**src/rtl/uart_pkg.sv**
```systemverilog
// Shared definitions for the UART receiver/transmitter pair.
package uart_pkg;

    typedef enum logic [2:0] {
        ST_IDLE,
        ST_START,
        ST_DATA,
        ST_PARITY,
        ST_STOP
    } uart_state_t;

    localparam int PAR_NONE = 0;
    localparam int PAR_ODD  = 1;
    localparam int PAR_EVEN = 2;

    // Clock cycles per bit, truncated.
    function automatic int uart_cpb(input int clk_hz, input int bit_rate);
        return clk_hz / bit_rate;
    endfunction

endpackage

```
**src/rtl/uart_sync2.sv**
```systemverilog
// Two-flop synchronizer for an asynchronous single-bit input.
module uart_sync2 #(
    parameter logic RESET_VAL = 1'b1
) (
    input  logic clk,
    input  logic reset,
    input  logic d,
    output logic q
);

    logic meta;

    // Double-register the input; both flops reset to the line's idle level.
    always_ff @(posedge clk or posedge reset) begin
        if (reset) begin
            meta <= RESET_VAL;
            q    <= RESET_VAL;
        end else begin
            meta <= d;
            q    <= meta;
        end
    end

endmodule

```
**src/rtl/uart_rx_cfg.sv**
```systemverilog
// Configurable UART receiver: 5..9 data bits, optional parity, 1 or 2 stop
// bits, three-sample majority vote per bit, framing/break detection.
//
// state     | meaning
// ----------+-----------------------------------------------------------
// ST_IDLE   | line idle; waits for rxs low while enabled (and re-armed)
// ST_START  | start bit; a high vote is a glitch and aborts
// ST_DATA   | payload bits, LSB first, counted by bcnt
// ST_PARITY | parity bit (skipped when PARITY is none)
// ST_STOP   | stop bit(s); frame resolves on the last stop bit's vote
module uart_rx_cfg
    import uart_pkg::*;
#(
    parameter int BIT_RATE  = 9600,
    parameter int CLK_HZ    = 50000000,
    parameter int DATA_BITS = 8,
    parameter int PARITY    = 0,
    parameter int STOP_BITS = 1
) (
    input  logic                 clk,
    input  logic                 reset,
    input  logic                 uart_rxd,
    input  logic                 uart_rx_en,
    output logic                 uart_rx_valid,
    output logic [DATA_BITS-1:0] uart_rx_data,
    output logic                 uart_rx_parity_err,
    output logic                 uart_rx_frame_err,
    output logic                 uart_rx_break
);

    localparam int CPB  = uart_cpb(CLK_HZ, BIT_RATE);
    localparam int HALF = CPB / 2;
    localparam int CW   = $clog2(CPB);
    localparam int BW   = $clog2(DATA_BITS);

    localparam logic [CW-1:0] C_HM1  = CW'(HALF - 1);
    localparam logic [CW-1:0] C_HALF = CW'(HALF);
    localparam logic [CW-1:0] C_DEC  = CW'(HALF + 1);
    localparam logic [CW-1:0] C_LAST = CW'(CPB - 1);
    localparam logic [BW-1:0] B_LAST = BW'(DATA_BITS - 1);
    localparam logic          S_LAST = 1'(STOP_BITS - 1);

    if (CPB < 8) begin : g_bad_cpb
        $error("uart_rx_cfg: CLK_HZ/BIT_RATE must be at least 8");
    end
    if (DATA_BITS < 5 || DATA_BITS > 9) begin : g_bad_data_bits
        $error("uart_rx_cfg: DATA_BITS must be 5..9");
    end
    if (PARITY < 0 || PARITY > 2) begin : g_bad_parity
        $error("uart_rx_cfg: PARITY must be 0, 1 or 2");
    end
    if (STOP_BITS < 1 || STOP_BITS > 2) begin : g_bad_stop_bits
        $error("uart_rx_cfg: STOP_BITS must be 1 or 2");
    end

    uart_state_t          state, state_n;
    logic [CW-1:0]        ccnt, ccnt_n;
    logic [BW-1:0]        bcnt, bcnt_n;
    logic                 scnt, scnt_n;
    logic [DATA_BITS-1:0] shreg, shreg_n;
    logic                 par_bit, par_n;
    logic                 samp_a, samp_a_n, samp_b, samp_b_n;
    logic                 all_zero, zero_n;   // every voted bit so far was 0
    logic                 stop_bad, sbad_n;   // an earlier stop bit was 0
    logic                 armed, armed_n;     // cleared by a break until line returns high
    logic                 valid_n, ferr_n, brk_n, perr_n;
    logic [DATA_BITS-1:0] data_n;
    logic                 rxs, vote, par_x, perr_calc, stop_bad_now, zero_now;

    uart_sync2 #(.RESET_VAL(1'b1)) u_sync (
        .clk   (clk),
        .reset (reset),
        .d     (uart_rxd),
        .q     (rxs)
    );

    // Third sample is rxs itself on the decision cycle.
    assign vote  = (samp_a & samp_b) | (samp_a & rxs) | (samp_b & rxs);
    assign par_x = (^shreg) ^ par_bit;
    assign perr_calc = (PARITY == PAR_ODD)  ? ~par_x :
                       (PARITY == PAR_EVEN) ?  par_x : 1'b0;

    // State and datapath registers.
    always_ff @(posedge clk or posedge reset) begin
        if (reset) begin
            state              <= ST_IDLE;
            ccnt               <= '0;
            bcnt               <= '0;
            scnt               <= 1'b0;
            shreg              <= '0;
            par_bit            <= 1'b0;
            samp_a             <= 1'b1;
            samp_b             <= 1'b1;
            all_zero           <= 1'b1;
            stop_bad           <= 1'b0;
            armed              <= 1'b1;
            uart_rx_valid      <= 1'b0;
            uart_rx_frame_err  <= 1'b0;
            uart_rx_break      <= 1'b0;
            uart_rx_parity_err <= 1'b0;
            uart_rx_data       <= '0;
        end else begin
            state              <= state_n;
            ccnt               <= ccnt_n;
            bcnt               <= bcnt_n;
            scnt               <= scnt_n;
            shreg              <= shreg_n;
            par_bit            <= par_n;
            samp_a             <= samp_a_n;
            samp_b             <= samp_b_n;
            all_zero           <= zero_n;
            stop_bad           <= sbad_n;
            armed              <= armed_n;
            uart_rx_valid      <= valid_n;
            uart_rx_frame_err  <= ferr_n;
            uart_rx_break      <= brk_n;
            uart_rx_parity_err <= perr_n;
            uart_rx_data       <= data_n;
        end
    end

    // Next-state, bit voting and frame resolution.
    always_comb begin
        state_n      = state;
        ccnt_n       = ccnt;
        bcnt_n       = bcnt;
        scnt_n       = scnt;
        shreg_n      = shreg;
        par_n        = par_bit;
        zero_n       = all_zero;
        sbad_n       = stop_bad;
        armed_n      = armed;
        valid_n      = 1'b0;
        ferr_n       = 1'b0;
        brk_n        = 1'b0;
        perr_n       = uart_rx_parity_err;
        data_n       = uart_rx_data;
        samp_a_n     = samp_a;
        samp_b_n     = samp_b;
        stop_bad_now = stop_bad | ~vote;
        zero_now     = all_zero & ~vote;

        if (ccnt == C_HM1)  samp_a_n = rxs;
        if (ccnt == C_HALF) samp_b_n = rxs;

        case (state)
            ST_IDLE: begin
                ccnt_n = '0;
                bcnt_n = '0;
                scnt_n = 1'b0;
                zero_n = 1'b1;
                sbad_n = 1'b0;
                if (rxs) armed_n = 1'b1;
                if (armed && !rxs && uart_rx_en) state_n = ST_START;
            end
            ST_START: begin
                ccnt_n = ccnt + CW'(1);
                if (ccnt == C_DEC && vote) begin
                    state_n = ST_IDLE;
                    ccnt_n  = '0;
                end else if (ccnt == C_LAST) begin
                    state_n = ST_DATA;
                    ccnt_n  = '0;
                end
            end
            ST_DATA: begin
                ccnt_n = ccnt + CW'(1);
                if (ccnt == C_DEC) begin
                    shreg_n = {vote, shreg[DATA_BITS-1:1]};
                    if (vote) zero_n = 1'b0;
                end
                if (ccnt == C_LAST) begin
                    ccnt_n = '0;
                    if (bcnt == B_LAST) begin
                        bcnt_n  = '0;
                        state_n = (PARITY != PAR_NONE) ? ST_PARITY : ST_STOP;
                    end else begin
                        bcnt_n = bcnt + BW'(1);
                    end
                end
            end
            ST_PARITY: begin
                ccnt_n = ccnt + CW'(1);
                if (ccnt == C_DEC) begin
                    par_n = vote;
                    if (vote) zero_n = 1'b0;
                end
                if (ccnt == C_LAST) begin
                    ccnt_n  = '0;
                    state_n = ST_STOP;
                end
            end
            ST_STOP: begin
                ccnt_n = ccnt + CW'(1);
                if (ccnt == C_DEC && scnt == S_LAST) begin
                    // Resolve early so a following start bit is not missed.
                    state_n = ST_IDLE;
                    ccnt_n  = '0;
                    scnt_n  = 1'b0;
                    if (!stop_bad_now) begin
                        valid_n = 1'b1;
                        data_n  = shreg;
                        perr_n  = perr_calc;
                    end else if (zero_now) begin
                        brk_n   = 1'b1;
                        armed_n = 1'b0;
                    end else begin
                        ferr_n = 1'b1;
                    end
                end else begin
                    if (ccnt == C_DEC) begin
                        sbad_n = stop_bad_now;
                        zero_n = zero_now;
                    end
                    if (ccnt == C_LAST) begin
                        ccnt_n = '0;
                        scnt_n = 1'b1;
                    end
                end
            end
            default: begin
                state_n = ST_IDLE;
                ccnt_n  = '0;
            end
        endcase
    end

endmodule

```
**config.mk**
```make
export PLATFORM = sky130hd
export DESIGN_NAME = uart_rx_cfg
export DESIGN_NICKNAME = d
export VERILOG_FILES = /design/src/rtl/uart_pkg.sv /design/src/rtl/uart_sync2.sv /design/src/rtl/uart_rx_cfg.sv
export SDC_FILE = /design/constraint.sdc
export NUM_CORES = 1
export LEC_CHECK = 0
export CORE_MARGIN = 3
export CORE_UTILIZATION = 50
export DETAILED_ROUTE_END_ITERATION = 16
export PLACE_DENSITY = 0.72
export SLEW_MARGIN = 40
export SYNTH_ARGS = -nofsm -noshare
export SYNTH_HDL_FRONTEND = slang
export SYNTH_SLANG_ARGS = --single-unit
```
**constraint.sdc**
```tcl
create_clock -name clk -period 2.5 [get_ports clk]
set_input_delay 0.375 -clock clk [delete_from_list [all_inputs] [get_ports clk]]
set_output_delay 0.375 -clock clk [all_outputs]
set_load 0.02 [all_outputs]
```
# After elaboration in Yosys (flattened, before gate mapping)
# Cells that the tools add are included.
[word_totals] register_bits=46 ram_bits=0 latchBits=0 input_bits=4 n_memories=0 romBits=0 wordCells=111 out_inout_bits=12
[op_classes] n_lt_le_gt_ge=0 n_eq_ne=23 bitwise_logic=10 mul=0 muxes=42 shifts=0 n_reduce_logical=18 div=0 addsub=2
[op_table] operator="13-bit by 12-bit == test with 1-bit output, second input constant" n=3
[op_table] operator="13-bit 2-to-1 mux" n=3
[op_table] operator="13-bit one-hot mux with 3 select lines" n=1
[op_table] operator="3-bit 2-to-1 mux" n=9
[op_table] operator="1-bit 2-to-1 mux" n=23
[op_table] operator="2-bit != test, second input constant" n=9
[op_table] operator="3-bit one-hot mux with 5 select lines" n=1
[op_table] operator="13-bit by 1-bit adder with 13-bit output, second input constant" n=1
[op_table] operator="13-bit == test, second input constant" n=1
[op_table] operator="5-bit AND reduction" n=2
[op_table] operator="3-bit by 2-bit == test with 1-bit output, second input constant" n=2
[op_table] operator="3-bit == test, second input constant" n=2
[op_table] operator="2-bit by 1-bit != test with 1-bit output, second input constant" n=3
[op_table] operator="3-bit != test, second input constant" n=2
[op_table] operator="1-bit one-hot mux with 2 select lines" n=3
[op_table] operator="3-bit one-hot mux with 2 select lines" n=1
[op_table] operator="2-bit AND reduction" n=3
[op_table] operator="3-bit AND reduction" n=2
[op_table] operator="6-bit AND reduction" n=1
[op_table] operator="1-bit bitwise AND" n=4
[op_table] operator="1-bit logical AND" n=4
[op_table] operator="2-bit nonzero test" n=2
[op_table] operator="3-bit by 1-bit adder with 3-bit output, second input constant" n=1
[op_table] operator="3-bit by 1-bit == test with 1-bit output, second input constant" n=1
[op_table] operator="7 further kinds" n=11

# Depth between registers and ports, before layout
[logic_depth] word_depth=9 ltp_mapped=8 mapped_depth_nobuf=6

# By module
# From an unflattened synthesis, not the netlist that was laid out.
[hier_totals] hier_cells=193 hier_area_um2=2205.9
[modules_own_cells] module="uart_rx_cfg" cells_per_inst=190 seq_area_each_um2=1106.1 area_per_inst_um2=2149.6 n_inst=1
[modules_own_cells] module="uart_sync2" cells_per_inst=3 seq_area_each_um2=52.6 area_per_inst_um2=56.3 n_inst=1

# Worst setup path before layout
# Ideal clock, no wire load.
[synth_timing] path_type="register to register" from="register ccnt[4]" to="register shreg[0]" setup_time_ns=0.125 path_buffers=2 arrival_ns=2.295 period_less_slack_ns=2.420 path_stages_with_launch=7 t_required_ns=2.375 slack_ns=0.080 path_cell_list="dfrtp_1 or4b_4 or4_4 buf_6 or3_1 buf_6 mux2_4"
[synth_between] elab_chain_len=2
[synth_lines] element="start: declaration" line_no="uart_rx_cfg.sv:57" rtl="logic [CW-1:0] ccnt, ccnt_n;"
[synth_lines] element="start signal: assignment" line_no="uart_rx_cfg.sv:104" rtl="ccnt <= ccnt_n;"
[synth_lines] element="13-bit by 12-bit == test with 1-bit output" line_no="uart_rx_cfg.sv:168" rtl="if (ccnt == C_DEC) begin"
[synth_lines] element="2-bit AND reduction (no source line)"
[synth_lines] element="end signal: assignment" line_no="uart_rx_cfg.sv:107" rtl="shreg <= shreg_n;"
[synth_lines] element="end: declaration" line_no="uart_rx_cfg.sv:60" rtl="logic [DATA_BITS-1:0] shreg, shreg_n;"
# No other way between the ends.
# A chain may end at the register's enable or synchronous reset.

# Worst setup path after layout
[layout_timing] from="register ccnt[6]" to="register shreg[2]"
# Same word-level chain as after synthesis.

==> summary by stage <==
Floorplanning
Once the floorplan was initialized, standard cells occupied 53.4% of the core. 16 I/O pins were placed. The core region is 0.00412 mm².

The floorplan die width is 72.3 µm. The die is 72.3 µm tall. The number of standard-cell rows in the floorplan is 23. The die covers 0.00522 mm².

Setup path
The critical path class is reg2reg. STA classifies the critical path startpoint as a flop. Of all nets on the critical path, the largest fanout is 8.

The signal on the critical path passes through or4b_4 -> or4_4 -> or3_4 -> mux2_4. The required time reported for the critical path endpoint is 2.68 ns. For the worst setup path, the data arrival time is 2.48 ns.

STA classifies the critical path endpoint as a flop. The delay of the slowest critical-path stage is 0.53 ns. Among all stages on the critical path, the largest delay is contributed by sky130_fd_sc_hd__or4b_4. The buffering stage count on the worst path with inverters included is 0. The kind of cell adding the most delay to the critical path is simple AND/OR/NAND/NOR gates.

Clocking
After clock tree synthesis, the clock-pin slew on the worst setup and hold paths is 0.08 ns. The number of H-tree branching levels is 2. The count of clock tree sinks is 46. The number of clock buffers added by TritonCTS is 5. Counting along the longest clock path gives a buffer depth of 2.

The cell sitting at the root of the clock tree is a sky130_fd_sc_hd__clkbuf_8. The clock latency at the later pin of the worst-skew pair is 0.29 ns. TritonCTS built the clock tree. Post-CTS timing repair inserted 0 buffers for setup. The total of cells resized after clock tree synthesis is 0. Hold repair after CTS inserted 0 buffers.

Synth
The number of synthesized register bits is 46. The post-synthesis async set-or-reset flop share is 100%. The total nets after synthesis is 200. For this run, the number of Yosys warnings is 0. The number of unique standard cell types used by synthesis is 47. Yosys mapped a number of flops with a built-in enable equal to 0.

The share of the Yosys chip area taken by registers is 52.8%. In the synthesized netlist the dominant register cell turns out to be sky130_fd_sc_hd__dfrtp_1. After technology mapping, the gate count stands at 191. After synthesis the cells add up to 0.00220 mm².

Dividing the synthesized area by the synthesized cell count gives 11.5 µm².

Timing
The worst pin sits at a relative slew slack of 55.4%. The number of failing hold endpoints at the final stage came to 0. The slew of the pin with the lowest slew margin is 0.662 ns. The time the worst path needs with I/O delays and setup is 2.30 ns. Setup repair after global routing left no endpoint under its margin. The number of endpoints failing setup at the final stage is 0.

The aggregate negative setup slack is 0 ns. For this run, the top clock speed supported by timing is 435 MHz. The post-route worst setup slack is 0.201 ns. The share of the clock period used by the worst path is 92.0%. Clock skew on the completed layout was measured at 0.00537 ns. The total count of max-transition violations in the final report is 0.

Place
In this run, placement finished with an instance count of 252. The post-placement worst setup slack is 0.0698 ns. At the end of routability-driven placement, the weighted congestion stood at 0.867. In this run the tool buffered the top-level ports with 14 buffer cells. Detailed placement finished with a half-perimeter wire length of 2910 µm.

Detailed routing
The routed wire length is 4000 µm. The detail route stage leaves a number of antenna-violating nets equal to 0. The DRC violation count after routing is 0. The first detailed-routing pass took 5 iterations. After detailed routing, the number of vias per cell comes to 5.78. The per-cell routed wire length is 15.4 µm. The number of violations reported at the end of detailed-routing iteration 0 is 77. The detailed router placed 1504 vias in this run.

GRT
The number of global-route vias before repair is 1549. The overflow left after global routing is 0. The global-route wire length before repair is 7280 µm. The largest net degree at the start of global routing is 27. The initial antenna violation count is 0.

The global router's overall resource usage is 17.6%.

Final layout
The library cells used most frequently in the layout, excluding fill and tap cells, are sky130_fd_sc_hd__dfrtp_1, sky130_fd_sc_hd__clkdlybuf4s50_1, sky130_fd_sc_hd__nor2_1. Leaving out filler cells and counting taps, the final layout contains 260. The library cell used most frequently in the layout, excluding fill and tap cells, is sky130_fd_sc_hd__dfrtp_1. The number of antenna diodes in the final layout is 0. In the final layout, the share of cells above drive strength 1 is 21.4%. For this run, the post-layout net count is 218. The relative area change from synthesis to final layout is 14.8%.

Power and ir drop
The power density over the cells is 517 mW/mm². The power consumption is 1.30 mW. The leakage power is 1.11 nW. The worst-case IR drop observed on VDD is 0.346 mV.

Run
The total of max-cap violations is 0.

Outcome
The run finished with clean final reports.

Hold path
The path class of the tightest hold or removal check is reg2reg.
## sequential cells by signal, summed over array words and instances, names as in the netlist
name,cells
all_zero,1
armed,1
bcnt,3
ccnt,13
samp_a,1
samp_b,1
scnt,1
shreg,8
state,3
stop_bad,1
u_sync.meta,1
u_sync.q,1
uart_rx_break,1
uart_rx_data,8
uart_rx_frame_err,1
uart_rx_valid,1
## synthesized netlist by cell type, types with 2 or more instances
master	count	area share, %
sky130_fd_sc_hd__a21oi_1	12	2.7
sky130_fd_sc_hd__nor4_1	3	0.85
sky130_fd_sc_hd__mux2_2	10	5.1
sky130_fd_sc_hd__a22o_1	2	0.80
sky130_fd_sc_hd__and3_1	2	0.57
sky130_fd_sc_hd__xnor2_1	10	4.0
sky130_fd_sc_hd__buf_6	2	1.0
sky130_fd_sc_hd__o31ai_1	2	0.68
sky130_fd_sc_hd__mux2_4	8	5.5
sky130_fd_sc_hd__nor2_1	13	2.2
sky130_fd_sc_hd__nand3_1	8	1.8
sky130_fd_sc_hd__nor4b_1	3	1.2
sky130_fd_sc_hd__o21a_1	2	0.68
sky130_fd_sc_hd__nand2_1	9	1.5
sky130_fd_sc_hd__dfstp_2	6	7.2
sky130_fd_sc_hd__o21ai_0	2	0.46
sky130_fd_sc_hd__inv_1	7	1.2
sky130_fd_sc_hd__nand4_1	4	1.1
sky130_fd_sc_hd__clkbuf_1	7	1.2
sky130_fd_sc_hd__nor3_1	9	2.1
sky130_fd_sc_hd__ha_1	5	2.8
sky130_fd_sc_hd__dfrtp_1	40	46
## path summary, 6_finish.rpt
path	startpoint	end	slack, ns	cells past startpoint
setup / recovery	ccnt[6]$_DFF_PP0_	shreg[2]$_DFFE_PP0P_	0.20	4
hold / removal	u_sync.meta$_DFF_PP1_	u_sync.q$_DFF_PP1_	0.36	0
setup reg to reg	ccnt[6]$_DFF_PP0_	shreg[2]$_DFFE_PP0P_	0.20	4
hold reg to reg	u_sync.meta$_DFF_PP1_	u_sync.q$_DFF_PP1_	0.36	0
max in group asynchronous	reset	all_zero$_DFFE_PP1P_	1.53	3
min in group asynchronous	reset	ccnt[8]$_DFF_PP0_	0.41	2
## per-stage QoR
stage / hold WS, ns / area [µm²] / utilization [%]
global placement: 0.346 / 2410 / 58.6
detailed placement: 0.351 / 2410 / 58.6
global route: 0.361 / 2520 / 61.3
floorplan: 0.345 / 2200 / -
CTS: 0.358 / 2520 / 61.1
finish: 0.357 / 2520 / 61.3
## area by class of cell
type                       instances  area [µm²]
timing repair buffer              22         213
clock inverter                     1        30.0
clock buffer                       7        76.3
inverter                           7        26.3
sequential                        46        1160
fill                             348        1590
multi-input combinational        127         955
tap                               50        62.6
## logic make-up (layout without fill, tap and decap cells)
kind of cell             count (synthesis)  in the layout  share of synthesized area [%]
other                                    1              1                          0.171
flip-flops                              46             46                           52.8
XOR/XNOR                                11             11                           4.39
multiplexers                            18             18                           10.6
AO/OA/AOI/OAI                           28             28                           8.32
adder cells (fa/ha/maj)                  6              6                           3.30
AND/OR/NAND/NOR                         63             63                           16.5
buffers and inverters                   18             37                           3.99
## worst reg2reg max path, stage by stage (launching register included)
cell and delay [ns]:
sky130_fd_sc_hd__dfrtp_1 0.43, sky130_fd_sc_hd__or4b_4 0.53, sky130_fd_sc_hd__or4_4 0.43, sky130_fd_sc_hd__or3_4 0.47, sky130_fd_sc_hd__mux2_4 0.33
## per-layer routing
metal	GRT usage (%)	wire, µm	vias to the layer above
met2	29.1	1990	32
met4	6.47	47	0
met3	3.05	161	5
met1	23.3	1800	751
met5	0	0	-
li1	-	-	716
## power by group
group | internal (mW) | leakage, nW | switching [mW] | total [mW]
Sequential | 0.747 | 0.602 | 0.00178 | 0.748
Combinational | 0.00762 | 0.460 | 0.0161 | 0.0237
Clock | 0.299 | 0.0524 | 0.231 | 0.530
Power figures use the tool's default switching activity.
